===== config.mk =====
export PLATFORM = sky130hd
export DESIGN_NAME = pe_mac_buf
export DESIGN_NICKNAME = d
export VERILOG_FILES = /design/src/rtl/pe_mac_buf.sv
export SDC_FILE = /design/constraint.sdc
export NUM_CORES = 1
export LEC_CHECK = 0
export ABC_AREA = 1
export ABC_CLOCK_PERIOD_IN_PS = 8500
export CORE_MARGIN = 4
export CORE_UTILIZATION = 35
export DETAILED_ROUTE_END_ITERATION = 8
export SLEW_MARGIN = 30
export SYNTH_ARGS = -nofsm -noshare
export SYNTH_HDL_FRONTEND = slang
export SYNTH_SLANG_ARGS = --single-unit

===== constraint.sdc =====
create_clock -name clk_i -period 8.5 [get_ports clk_i]
set_clock_uncertainty 0.2 [all_clocks]
set_input_delay 1.7 -clock clk_i [delete_from_list [all_inputs] [get_ports clk_i]]
set_output_delay 1.7 -clock clk_i [all_outputs]
set_load 0.03 [all_outputs]

===== src/rtl/pe_mac_buf.sv =====
// Output-stationary systolic MAC PE: forwards A/B east/south, accumulates dot products,
// and queues finished results in a small drain FIFO. Define PE_SAT_EN for saturating adds.
module pe_mac_buf #(
  parameter int unsigned DATA_WIDTH  = 8,
  parameter int unsigned ACC_WIDTH   = 32,
  parameter int unsigned DRAIN_DEPTH = 2
) (
  input  logic                  clk_i,
  input  logic                  rst_i,
  input  logic                  clear_i,
  input  logic                  mode_i,
  input  logic                  a_valid_i,
  input  logic [DATA_WIDTH-1:0] a_data_i,
  input  logic                  a_last_i,
  input  logic                  b_valid_i,
  input  logic [DATA_WIDTH-1:0] b_data_i,
  input  logic                  b_last_i,
  output logic                  a_valid_o,
  output logic [DATA_WIDTH-1:0] a_data_o,
  output logic                  a_last_o,
  output logic                  b_valid_o,
  output logic [DATA_WIDTH-1:0] b_data_o,
  output logic                  b_last_o,
  output logic                  drain_valid_o,
  output logic [ACC_WIDTH-1:0]  drain_data_o,
  output logic                  drain_sat_o,
  input  logic                  drain_ready_i,
  output logic                  err_proto_o,
  output logic                  err_ovf_o
);

  localparam int unsigned PROD_WIDTH = 2 * DATA_WIDTH;
  localparam int unsigned PTR_WIDTH  = $clog2(DRAIN_DEPTH);
  localparam int unsigned CNT_WIDTH  = PTR_WIDTH + 1;

  logic [ACC_WIDTH-1:0]  acc_q;
  logic                  start_q;
  logic                  mode_q;
  logic                  sat_q;

  logic [ACC_WIDTH-1:0]  fifo_data [DRAIN_DEPTH];
  logic                  fifo_sat  [DRAIN_DEPTH];
  logic [PTR_WIDTH-1:0]  wr_ptr_q;
  logic [PTR_WIDTH-1:0]  rd_ptr_q;
  logic [CNT_WIDTH-1:0]  count_q;

  logic                  beat;
  logic                  last_beat;
  logic                  proto_err;
  logic                  mode_use;
  logic [PROD_WIDTH-1:0] a_ext;
  logic [PROD_WIDTH-1:0] b_ext;
  logic [PROD_WIDTH-1:0] prod;
  logic [ACC_WIDTH-1:0]  prod_ext;
  logic [ACC_WIDTH-1:0]  base;
  logic [ACC_WIDTH-1:0]  acc_n;
  logic                  clamp;
  logic                  sat_n;
  logic                  pop;
  logic                  full;
  logic                  push_ok;
  logic                  drop;
  logic [PTR_WIDTH-1:0]  rd_ptr_n;
  logic [CNT_WIDTH-1:0]  count_n;
  logic [ACC_WIDTH-1:0]  head_data;
  logic                  head_sat;
`ifdef PE_SAT_EN
  logic [ACC_WIDTH:0]    sum_full;
`endif

  // Beat qualification, product and next accumulator value
  always_comb begin
    beat      = a_valid_i && b_valid_i;
    last_beat = beat && a_last_i && b_last_i;
    proto_err = (a_valid_i != b_valid_i) || (beat && (a_last_i != b_last_i));
    mode_use  = start_q ? mode_i : mode_q;
    a_ext     = {{DATA_WIDTH{mode_use & a_data_i[DATA_WIDTH-1]}}, a_data_i};
    b_ext     = {{DATA_WIDTH{mode_use & b_data_i[DATA_WIDTH-1]}}, b_data_i};
    prod      = a_ext * b_ext;
    prod_ext  = ACC_WIDTH'(prod);
    if (mode_use && prod[PROD_WIDTH-1]) begin
      prod_ext = prod_ext | ~ACC_WIDTH'({PROD_WIDTH{1'b1}});
    end
    base  = start_q ? '0 : acc_q;
    clamp = 1'b0;
`ifdef PE_SAT_EN
    sum_full = {1'b0, base} + {1'b0, prod_ext};
    acc_n    = sum_full[ACC_WIDTH-1:0];
    if (mode_use) begin
      // signed overflow: operands agree in sign, sum does not
      if ((base[ACC_WIDTH-1] == prod_ext[ACC_WIDTH-1]) &&
          (acc_n[ACC_WIDTH-1] != base[ACC_WIDTH-1])) begin
        clamp = 1'b1;
        acc_n = base[ACC_WIDTH-1] ? {1'b1, {(ACC_WIDTH-1){1'b0}}}
                                  : {1'b0, {(ACC_WIDTH-1){1'b1}}};
      end
    end else if (sum_full[ACC_WIDTH]) begin
      clamp = 1'b1;
      acc_n = '1;
    end
`else
    acc_n = base + prod_ext;
`endif
    sat_n = (start_q ? 1'b0 : sat_q) | clamp;
  end

  // FIFO bookkeeping and the head value presented after this edge
  always_comb begin
    pop      = drain_valid_o && drain_ready_i;
    full     = (count_q == CNT_WIDTH'(DRAIN_DEPTH));
    push_ok  = last_beat && (!full || pop);
    drop     = last_beat && full && !pop;
    rd_ptr_n = pop ? (rd_ptr_q + PTR_WIDTH'(1)) : rd_ptr_q;
    count_n  = count_q + CNT_WIDTH'(push_ok) - CNT_WIDTH'(pop);
    if (push_ok && (wr_ptr_q == rd_ptr_n)) begin
      head_data = acc_n;
      head_sat  = sat_n;
    end else begin
      head_data = fifo_data[rd_ptr_n];
      head_sat  = fifo_sat[rd_ptr_n];
    end
  end

  always_ff @(posedge clk_i or posedge rst_i) begin
    if (rst_i) begin
      a_valid_o <= 1'b0;
      a_last_o  <= 1'b0;
      a_data_o  <= '0;
      b_valid_o <= 1'b0;
      b_last_o  <= 1'b0;
      b_data_o  <= '0;
    end else if (clear_i) begin
      a_valid_o <= 1'b0;
      a_last_o  <= 1'b0;
      a_data_o  <= '0;
      b_valid_o <= 1'b0;
      b_last_o  <= 1'b0;
      b_data_o  <= '0;
    end else begin
      a_valid_o <= a_valid_i;
      a_last_o  <= a_last_i;
      b_valid_o <= b_valid_i;
      b_last_o  <= b_last_i;
      if (a_valid_i) a_data_o <= a_data_i;
      if (b_valid_i) b_data_o <= b_data_i;
    end
  end

  // Accumulator; a last beat restarts the next dot product with no bubble
  always_ff @(posedge clk_i or posedge rst_i) begin
    if (rst_i) begin
      acc_q   <= '0;
      start_q <= 1'b1;
      mode_q  <= 1'b0;
      sat_q   <= 1'b0;
    end else if (clear_i) begin
      acc_q   <= '0;
      start_q <= 1'b1;
      sat_q   <= 1'b0;
    end else if (beat) begin
      acc_q <= acc_n;
      if (start_q) mode_q <= mode_i;
      if (last_beat) begin
        start_q <= 1'b1;
        sat_q   <= 1'b0;
      end else begin
        start_q <= 1'b0;
        sat_q   <= sat_n;
      end
    end
  end

  always_ff @(posedge clk_i or posedge rst_i) begin
    if (rst_i) begin
      err_proto_o <= 1'b0;
      err_ovf_o   <= 1'b0;
    end else if (clear_i) begin
      err_proto_o <= 1'b0;
      err_ovf_o   <= 1'b0;
    end else begin
      if (proto_err) err_proto_o <= 1'b1;
      if (drop)      err_ovf_o   <= 1'b1;
    end
  end

  always_ff @(posedge clk_i) begin
    if (push_ok && !clear_i) begin
      fifo_data[wr_ptr_q] <= acc_n;
      fifo_sat[wr_ptr_q]  <= sat_n;
    end
  end

  // Head registers hold steady while stalled; they only reload when the FIFO is non-empty
  always_ff @(posedge clk_i or posedge rst_i) begin
    if (rst_i) begin
      wr_ptr_q      <= '0;
      rd_ptr_q      <= '0;
      count_q       <= '0;
      drain_valid_o <= 1'b0;
      drain_data_o  <= '0;
      drain_sat_o   <= 1'b0;
    end else if (clear_i) begin
      wr_ptr_q      <= '0;
      rd_ptr_q      <= '0;
      count_q       <= '0;
      drain_valid_o <= 1'b0;
      drain_data_o  <= '0;
      drain_sat_o   <= 1'b0;
    end else begin
      if (push_ok) wr_ptr_q <= wr_ptr_q + PTR_WIDTH'(1);
      rd_ptr_q      <= rd_ptr_n;
      count_q       <= count_n;
      drain_valid_o <= (count_n != '0);
      if (count_n != '0) begin
        drain_data_o <= head_data;
        drain_sat_o  <= head_sat;
      end
    end
  end

endmodule


# Word-level counts from Yosys, hierarchy flattened
# Memory sizes are Yosys's and may differ from the RTL's.
# Index checks and enable logic that the tools add are counted.
totals:
  ff_bits: 95
  latch_bits: 0
  mem_bits_rw: 66
  romBits: 0
  input_bits: 25
  output_inout_bits: 56
  wordCells: 96
  memories: 2
memory_table:
  columns: ["memory", "depth", "width", "rd", "rd_clocked_by_memory_dff", "wr", "line_no", "rtl"]
  rows:
  - ["fifo_data", 2, 32, 1, 0, 1, "41", "logic [ACC_WIDTH-1:0] fifo_data [DRAIN_DEPTH];"]
  - ["fifo_sat", 2, 1, 1, 0, 1, "42", "logic fifo_sat [DRAIN_DEPTH];"]
classes:
  n_addsub: 5
  mul: 1
  n_div: 0
  order_cmp: 0
  n_eq_ne: 4
  shift: 0
  muxes: 38
  bitwise_logic: 3
  reduce_logical: 25
op_table:
  columns: ["cell", "count"]
  rows:
  - ["$mux 32", 7]
  - ["$add 32x32->32", 1]
  - ["$mux 8", 4]
  - ["$mux 1", 26]
  - ["$mul 9x9->16", 1]
  - ["$reduce_bool 2->1", 8]
  - ["$logic_and 1x1->1", 11]
  - ["$logic_not 1->1", 3]
  - ["$add 1x1->1 const B", 2]
  - ["$add 2x1->2", 1]
  - ["$and 1x1->1", 2]
  - ["$eq 2x2->1 const B", 1]
  - ["$logic_or 1x1->1", 2]
  - ["$mux 2", 1]
  - ["$ne 1x1->1", 2]
  - ["$reduce_and 2->1", 1]
  - ["$sub 2x1->2", 1]
  - ["$eq 1x1->1", 1]
  - ["$not 1->1", 1]

# Logic depth before layout (Yosys ltp)
# Gate-level depths: netlist of run 1.
depth:
  word_depth: 9
  ltp_mapped: 41
  mapped_depth_nobuf: 39

# Worst setup path before layout of run 1
# Ideal clock, no wire load.
synth_timing:
  path_type: "input to register"
  startpoint: "input port mode_i"
  endpoint: "memory fifo_data[0][25] (data pin)"
  setup_time_ps: 263
  arrival_ps: 7657
  t_required_ps: 8037
  path_slack_ps: 380
  path_stages: 35
  n_path_buf: 1
  cell_sequence: "nand2_1 -> nand2_2 -> buf_2 -> nand2_1 -> nor2_1 -> inv_1 -> fa_1 -> inv_1 -> fa_1 -> fa_1 -> fa_1 -> inv_1 -> fa_1 -> inv_1 -> ha_1 -> a21o_1 -> a21oi_1 -> o21ai_0 -> a21oi_1 -> nor2_1 -> nor2_1 -> xnor2_1 -> ha_1 -> nand2_1 -> nor3_1 -> nand4_1 -> nand2_1 -> nand2_1 -> nand2_1 -> nand4_1 -> nand2_1 -> nand2_1 -> nand2_1 -> xor2_1 -> inv_1"
synth_via:
  elab_chain_len: 6
  elab_cells_between_ends: 7
  cone_classes: "add/sub: 1; mul: 1; mux: 2; bitwise: 2; reduce/logical: 1"
synth_lines:
  columns: ["item", "line_no", "rtl"]
  rows:
  - ["start, declared", "11", "input logic mode_i,"]
  - ["$mux 1 *", null, null]
  - ["$and 1x1->1, on equally long branches", "77, 78", null]
  - ["$mul 9x9->16", "79", "prod = a_ext * b_ext;"]
  - ["$logic_and 1x1->1", "81", "if (mode_use && prod[PROD_WIDTH-1]) begin"]
  - ["$mux 32 *", "81", null]
  - ["$add 32x32->32 *", "102", "acc_n = base + prod_ext;"]
  - ["net acc_n[25]", "56", "logic [ACC_WIDTH-1:0] acc_n;"]
  - ["end, declared", "41", null]
# The timed path passes the listed nets; every way through them passes the cells marked *.

# Worst setup path after layout of run 1
layout_timing:
  startpoint: "input port b_data_i[3]"
  endpoint: "register drain_data_o[28]"
layout_via:
  elab_chain_len: 7
layout_lines:
  columns: ["item", "line_no", "rtl"]
  rows:
  - ["start, declared", "16", "input logic [DATA_WIDTH-1:0] b_data_i,"]
  - ["$mul 9x9->16 *", "79", null]
  - ["$logic_and 1x1->1", "81", null]
  - ["$mux 32 *", "81", null]
  - ["$add 32x32->32 *", "102", null]
  - ["$mux 32 *", "115", "if (push_ok && (wr_ptr_q == rd_ptr_n)) begin"]
  - ["$mux 32 *", "214", "if (count_n != '0) begin"]
  - ["$mux 32 *", "202", "end else if (clear_i) begin"]
  - ["end signal, assigned", "215", "drain_data_o <= head_data;"]
  - ["end, declared", "25", "output logic [ACC_WIDTH-1:0] drain_data_o,"]
# Every way passes the cells marked *; elsewhere a longest branch is shown, timed or not. The select of a mux whose other input is x is not followed.
# A chain may end at the register's enable or synchronous reset.

==> metrics.yaml, run 1 <==
synth_area_leaders: "dfrtp_1, edfxtp_1, fa_1"
regArea_sq_mm: 0.00436
fin_nets: 1684
holdPathStages: 2
layout_commonest_cell: "nand2_1"
drv_slew: 0
synth_area_leader_cell: "dfrtp_1"
min_path_type: "reg2reg"
viasPerCell: 4.78
cts_tree: "yes"
leakage_uw: 0.00706
utilization_pct: 43.9
period_needed_ns: 7.97
clk_path_buf_depth: 2
gp_congestion: 0.915
synth_compound_area_share_pct: 8.69
synth_fa_ha_area_share_pct: 18.2
drc_errors: 0
avgSynthCellArea_sq_um: 8.24
ir_worst_vdd_uv: 235
fin_cells: 1948
synth_xor_area_share_pct: 2.70
drt_iter0_drc: 568
routed_wl_microns: 28300
synth_top_area_share_pct: 20.8
cts_buffers: 17
grt.busiest_layer: "met2"
insertion_delay_ns: 0.44
synth_mux_area_share_pct: 0.0887
maxCapViolCount: 0
path_class: "in2reg"
ys_ff_latch: 161
htree_levels: 4
antenna_found_initial: 0
rows: 65
syn_area_sq_mm: 0.0113
grtUsageMet1_pct: 23.3
synth_warnings: 0
vias: 9312
cp_data_required_time_ns: 8.62
pin_count: 81
grt_pass1_wl_microns: 48400
clkTransAtPathRegs_ns: 0.07
worstSetupStartpointType: "input port"
n_fill_cell: 3088
first_global_vias: 9624
crit_fanout: 11
cpMaxStageDelayCell: "fa_2"
finalSetupViolCount: 0
hpwl_microns: 21300
wire_per_inst_microns: 14.5
postSynthCellCount: 1371
cp-end-kind: "flip-flop"
crit_arrival_ns: 8.09
die_h_microns: 188
gr-usage-met2_pct: 28.1
synth-edff-count: 66
status: "finished clean"
slew_headroom_pct: 44.5
rsz0062_at_grt: "no"
synth_cell_type_count: 50
clockRootBuffer: "clkbuf_16"
hold_end: "drain_data_o[17]"
drtPass1Iterations: 5
met3_usage_pct: 2.03
final_cell_mix: "nand2_1, inv_1, nor2_1, buf_4, dfrtp_1"
startpoint: "b_data_i[3]"
timing.fmax_ghz: 0.126
drive_gt1_share_pct: 13.2
dieArea_sq_mm: 0.0352
placedCellCount: 1915
coreArea_sq_mm: 0.0317
grt_usage_pct: 16.7
async_reset_ff_share_pct: 59.0
grt_max_degree: 55
finalCritPeriodShare_pct: 93.7
die_w_microns: 188
synth-simple-area-share_pct: 21.3
rr_startpoint: "start_q"
fin_tns_setup_ns: 0
numPortBuffers: 80
clock-sinks: 161
pre_cts_slack_ns: -0.251
regToRegEndpoint: "drain_data_o[28]"
tightest_slew_ns: 0.830
synthToLayoutAreaGrowth_pct: 23.2
n_antenna_cell: 0
ctsHoldBuffers: 0
r2r_setup_slack_ns: 1.44
multi_input_area_sq_mm: 0.00581
hold_start: "drain_data_o[17]"
powerDensity_mw_per_mm2: 365
synth_ff_type: "dfrtp_1"
worst_slack_ns: 0.533
syn_nets: 1522
grt.overflow.total: 0
path_common_cell: "inv_1"
hold_viol_final: 0
ys_seq_area_share_pct: 38.6
antenna_left: 0
slowest_delay_ns: 0.62
synth_top_family_by_area: "simple AND/OR/NAND/NOR gates"
worstRegToRegCells: 32
start_util_pct: 35.6
-- cells by family after synthesis --
| group | count (synthesis) |
|---|---|
| compound gates | 166 |
| xor+xnor | 34 |
| fa+ha+maj | 126 |
| buf+inv | 306 |
| flops | 161 |
| mux | 1 |
| simple gates | 577 |
-- worst max-delay path, delay by kind of cell --
kind	cells	cell delay (ns)
AO/OA/AOI/OAI	4	0.79
buffers and inverters	7	1.06
adder cells (fa/ha/maj)	7	3.22
AND/OR/NAND/NOR	12	1.31
-- cell type report --
class                   count  area share (%)
multi-input cells         904            41.8
flip-flops and latches    161            31.3
repair buffers            191            11.8
inverters                 258            7.00
well taps                 402            3.62
clock buffers              17            3.06
clock inverters            15            1.37
-- repair_timing --
action                                  in CTS  in global routing
resized for setup                            0                 20
setup buffers                                0                  1
endpoints found under the setup margin       0                 61
-- stage by stage --
step	power (uW)	hold slack, ns	area, sq um
2_1_floorplan	3000	0.249	11300
3_3_place_gp	4200	0.264	13200
3_5_place_dp	4220	0.266	13200
4_1_cts	5050	0.284	13900
5_1_grt	5540	0.302	13900
6_report	5080	0.277	13900
-- flip-flops by register name, indices dropped and copies added (netlist names) --
name	count
acc_q	32
b_last_o	1
mode_q	1
err_proto_o	1
b_valid_o	1
drain_data_o	32
start_q	1
a_data_o	8
fifo_sat	2
drain_valid_o	1
b_data_o	8
wr_ptr_q	1
sat_q	1
fifo_data	64
err_ovf_o	1
count_q	2
drain_sat_o	1
a_valid_o	1
rd_ptr_q	1
a_last_o	1
-- worst max-delay path by stage --
stage                             endpoint  slack [ns]  cells after the start
after floorplan           fifo_data[0][25]        0.38                     35
after global placement    drain_data_o[28]       -0.24                     33
after detailed placement  drain_data_o[28]       -0.25                     33
after CTS                 drain_data_o[28]        0.18                     33
after global routing             acc_q[29]       0.004                     33
final                     drain_data_o[28]        0.53                     30
-- synthesized netlist by cell type, types with 5 or more instances --
| cell type | n |
|---|---|
| a21oi_1 | 37 |
| o21ai_0 | 72 |
| o21ai_1 | 5 |
| nor2_1 | 147 |
| dfrtp_1 | 94 |
| inv_1 | 249 |
| clkinv_1 | 5 |
| a21o_1 | 5 |
| o211ai_1 | 13 |
| o22ai_1 | 11 |
| a32o_1 | 7 |
| ha_1 | 62 |
| clkbuf_1 | 38 |
| nand4_1 | 10 |
| nand2_1 | 318 |
| nand3_1 | 63 |
| xnor2_1 | 10 |
| edfxtp_1 | 66 |
| nand2_2 | 16 |
| fa_1 | 64 |
| or2_2 | 5 |
| xor2_1 | 23 |
-- where the power goes --
group          internal [uW]  switching [uW]
Clock                    448             356
Sequential              1070            62.7
Combinational           1290            1860
-- metal layers --
metal  routed length, microns  up-vias
met5                        0        -
met4                      284        0
met3                      963       21
met2                    13400      169
met1                    13700     4506
li1                         -     4616
(Power assumes the default switching activity.)
==> inputs of run 2 (changes only) <==
- ABC_AREA: 1 -> 0
==> run 2 against run 1 <==
  * Clock power is 5.9% lower
  * Critical path depth is the same
  * Non-clock buffer count increased by 44
  * Combinational power rose by 6.4%
  * Core utilization increased by 2.0 points
  * Sequential power hardly changed
  * Critical path type unchanged
  * Worst setup slack worse by 0.35 ns
  * Power up 3.3%
  * Synthesized cell count down 20%
  * Worst hold slack about the same
  * Largest cell class unchanged
==> metrics.yaml, run 2 <==
status: "finished clean"
synth_top_area_share_pct: 21.1  # +0.23 points
insertion_delay_ns: 0.43  # about the same
largest_register: "fifo_data"
maxCapViolCount: 0  # unchanged
grt_pass1_wl_microns: 44900  # -7.3%
drtPass1Iterations: 5  # unchanged
clk_path_buf_depth: 2  # unchanged
rr_startpoint: "start_q"
die_w_microns: 187  # -0.53%
p_total_uw: 5250  # +3.3%
die_h_microns: 187  # -0.53%
vias: 8438  # -9.4%
synth_cell_type_count: 72  # +44%
hold_end: "drain_data_o[14]"
clockRootBuffer: "clkbuf_16"
syn_area_sq_mm: 0.0112  # -1.1%
synth_area_leaders: "dfrtp_1, edfxtp_1, fa_1"
synthToLayoutAreaGrowth_pct: 29.6
gp_congestion: 0.852  # -6.9%
finalCritPeriodShare_pct: 97.8  # +4.1 points
period_needed_ns: 8.31  # +0.346 ns
cts_buffers: 17  # unchanged
worstRegToRegCells: 29  # -9.4%
yosysMostFrequentCell: "inv_1"
min_path_type: "reg2reg"
coreArea_sq_mm: 0.0316  # -0.51%
regToRegEndpoint: "fifo_data[0][29]"
drv_slew: 0  # unchanged
hold_viol_final: 0  # unchanged
worstSetupStartpointType: "input port"
r2r_setup_slack_ns: 0.96  # -0.48 ns
first_global_vias: 8799  # -8.6%
avgSynthCellArea_sq_um: 10.2  # +24%
finalSetupViolCount: 0  # unchanged
path_class: "in2reg"
ys_seq_area_share_pct: 39.0  # +0.43 points
fin_nets: 1451  # -14%
crit_fanout: 8  # -3
grt_max_degree: 71  # +29%
synth_ff_type: "dfrtp_1"
rsz0062_at_grt: "yes"
synth-edff-count: 66  # unchanged
htree_levels: 4  # unchanged
synth_warnings: 0  # unchanged
path_buf_inv: 5  # -2
slowest_delay_ns: 0.56  # -0.06 ns
path_common_cell: "fa_1"
viasPerCell: 4.92  # +2.9%
rows: 65  # unchanged
numPortBuffers: 80  # unchanged
ir_worst_vdd_uv: 229  # -2.6%
powerDensity_mw_per_mm2: 363  # -0.72%
ctsHoldBuffers: 0  # unchanged
hold_start: "drain_data_o[14]"
leakage_uw: 0.00675  # -4.3%
antenna_found_initial: 0  # unchanged
layout_commonest_cell: "buf_4"
dieArea_sq_mm: 0.0348  # -1.1%
n_fill_cell: 2953  # -4.4%
routed_wl_microns: 27000  # -4.7%
pin_count: 81  # unchanged
synth_common_cells: "inv_1, nand2_1, dfrtp_1, nor2_1, mux2i_1"
start_util_pct: 35.4  # -0.21 points
utilization_pct: 45.9  # +2.0 points
antenna_left: 0  # unchanged
drive_gt1_share_pct: 20.9  # +7.7 points
drt_iter0_drc: 464  # -18%
async_reset_ff_share_pct: 59.0  # unchanged
ys_ff_latch: 161  # unchanged
grt_usage_pct: 15.5  # -1.3 points
cp-end-kind: "flip-flop"
regArea_sq_mm: 0.00436  # unchanged
cts_tree: "yes"
clock-sinks: 161  # unchanged
holdPathStages: 2  # unchanged
multi_input_area_sq_mm: 0.00659  # +13%
cp_data_required_time_ns: 8.47  # -0.15 ns
postSynthCellCount: 1097  # -20%
top_regs: "fifo_data (64), acc_q (32), drain_data_o (32)"
synth_area_leader_cell: "dfrtp_1"
wire_per_inst_microns: 15.7  # +8.2%
cpMaxStageDelayCell: "fa_1"
syn_nets: 1248  # -18%
slew_headroom_pct: 46.7  # +2.2 points
final_cell_mix: "buf_4, inv_1, nand2_1, dfrtp_1, nor2_1"
clkTransAtPathRegs_ns: 0.07  # about the same
whs_ns: 0.278  # +0.000137 ns
crit_arrival_ns: 8.28  # +0.19 ns
drc_errors: 0  # unchanged
hpwl_microns: 19900  # -6.8%
grt.overflow.total: 0  # unchanged
largest_register_ffs: 64  # unchanged
tightest_slew_ns: 0.797  # -0.0329 ns
timing.fmax_ghz: 0.120  # -4.2%
cp_top_family: "adder cells"
n_antenna_cell: 0  # unchanged
run 2: changes by cell type in the layout (fill, tap and decap cells not counted), moves of 37 or more:
cell and change:
inv_1 -134, mux2i_1 +66, nand2_1 -210, nand3_1 -60, nor2_1 -58, nor2b_1 +37
o21ai_0 -43
run 2: final cells by class:
class	count	area share, %
Clock inverter	13	0.899
Clock buffer	19	2.99
Timing Repair Buffer	235	13.8
Inverter	121	3.21
Multi-Input combinational cell	764	45.5
Sequential cell	161	30.1
Tap cell	402	3.48
run 2: cell families (layout without fill, tap and decap cells):
kind of cell,after synthesis,in the layout,synth area share (%)
AND/OR/NAND/NOR,332,332,14.4
AO/OA/AOI/OAI,189,189,12.2
flip-flops,161,161,39.0
multiplexers,68,68,6.14
buffers and inverters,172,388,5.87
XOR/XNOR,48,48,3.89
adder cells (fa/ha/maj),127,127,18.5
run 2: what timing repair did:
item	CTS	global route
resized for setup	29	66
endpoints found under the setup margin	41	55
setup buffers	6	11
pin swaps	12	53
run 2: routing by layer:
| metal | track usage (%) | vias up | part of all wire [%] |
|---|---|---|---|
| li1 | - | 4145 | - |
| met1 | 22.2 | 4115 | 50 |
| met4 | 3.36 | 0 | 0.89 |
| met3 | 2.62 | 22 | 3.5 |
| met2 | 24.8 | 156 | 45 |
| met5 | 0 | - | 0 |
run 2: how the worst max path moves through the flow:
stage / cells after the start / from / slack (ns) / end
final: 30 / mode_i / 0.19 / fifo_data[0][29]
after global routing: 33 / mode_i / -0.08 / acc_q[28]
after CTS: 31 / a_data_i[3] / 0.0007 / fifo_data[0][29]
after detailed placement: 32 / mode_i / -0.88 / acc_q[26]
after global placement: 32 / mode_i / -0.65 / drain_data_o[26]
after floorplan: 30 / mode_i / -0.16 / fifo_data[0][29]
run 2: worst register-to-register path, delay by kind of cell, from the launching register on:
family | cells | cell delay [ns]
AOI/OAI and AO/OA | 9 | 1.52
adders and majority gates | 7 | 2.90
buffers and inverters | 4 | 0.22
DFF | 1 | 0.55
muxes | 1 | 0.34
and+or+nand+nor | 8 | 1.55
run 2: where the power goes:
part | switching, uW | internal [uW] | leakage (uW) | total (uW)
Sequential | 79.0 | 1080 | 0.00188 | 1160
Combinational | 1760 | 1580 | 0.00460 | 3340
Clock | 345 | 411 | 0.000273 | 756
Total | 2180 | 3070 | 0.00675 | 5250
run 2: metrics by stage:
stage	setup TNS (ns)	std cells	worst slack, ns	cell area (sq um)
floorplan	-0.438	1097	-0.161	11300
global placement	-23.60	1667	-0.647	13500
detailed placement	-31.27	1667	-0.878	13500
CTS	0	1705	0.000744	14200
global route	-1.10	1715	-0.0838	14500
finish	0	1715	0.187	14500
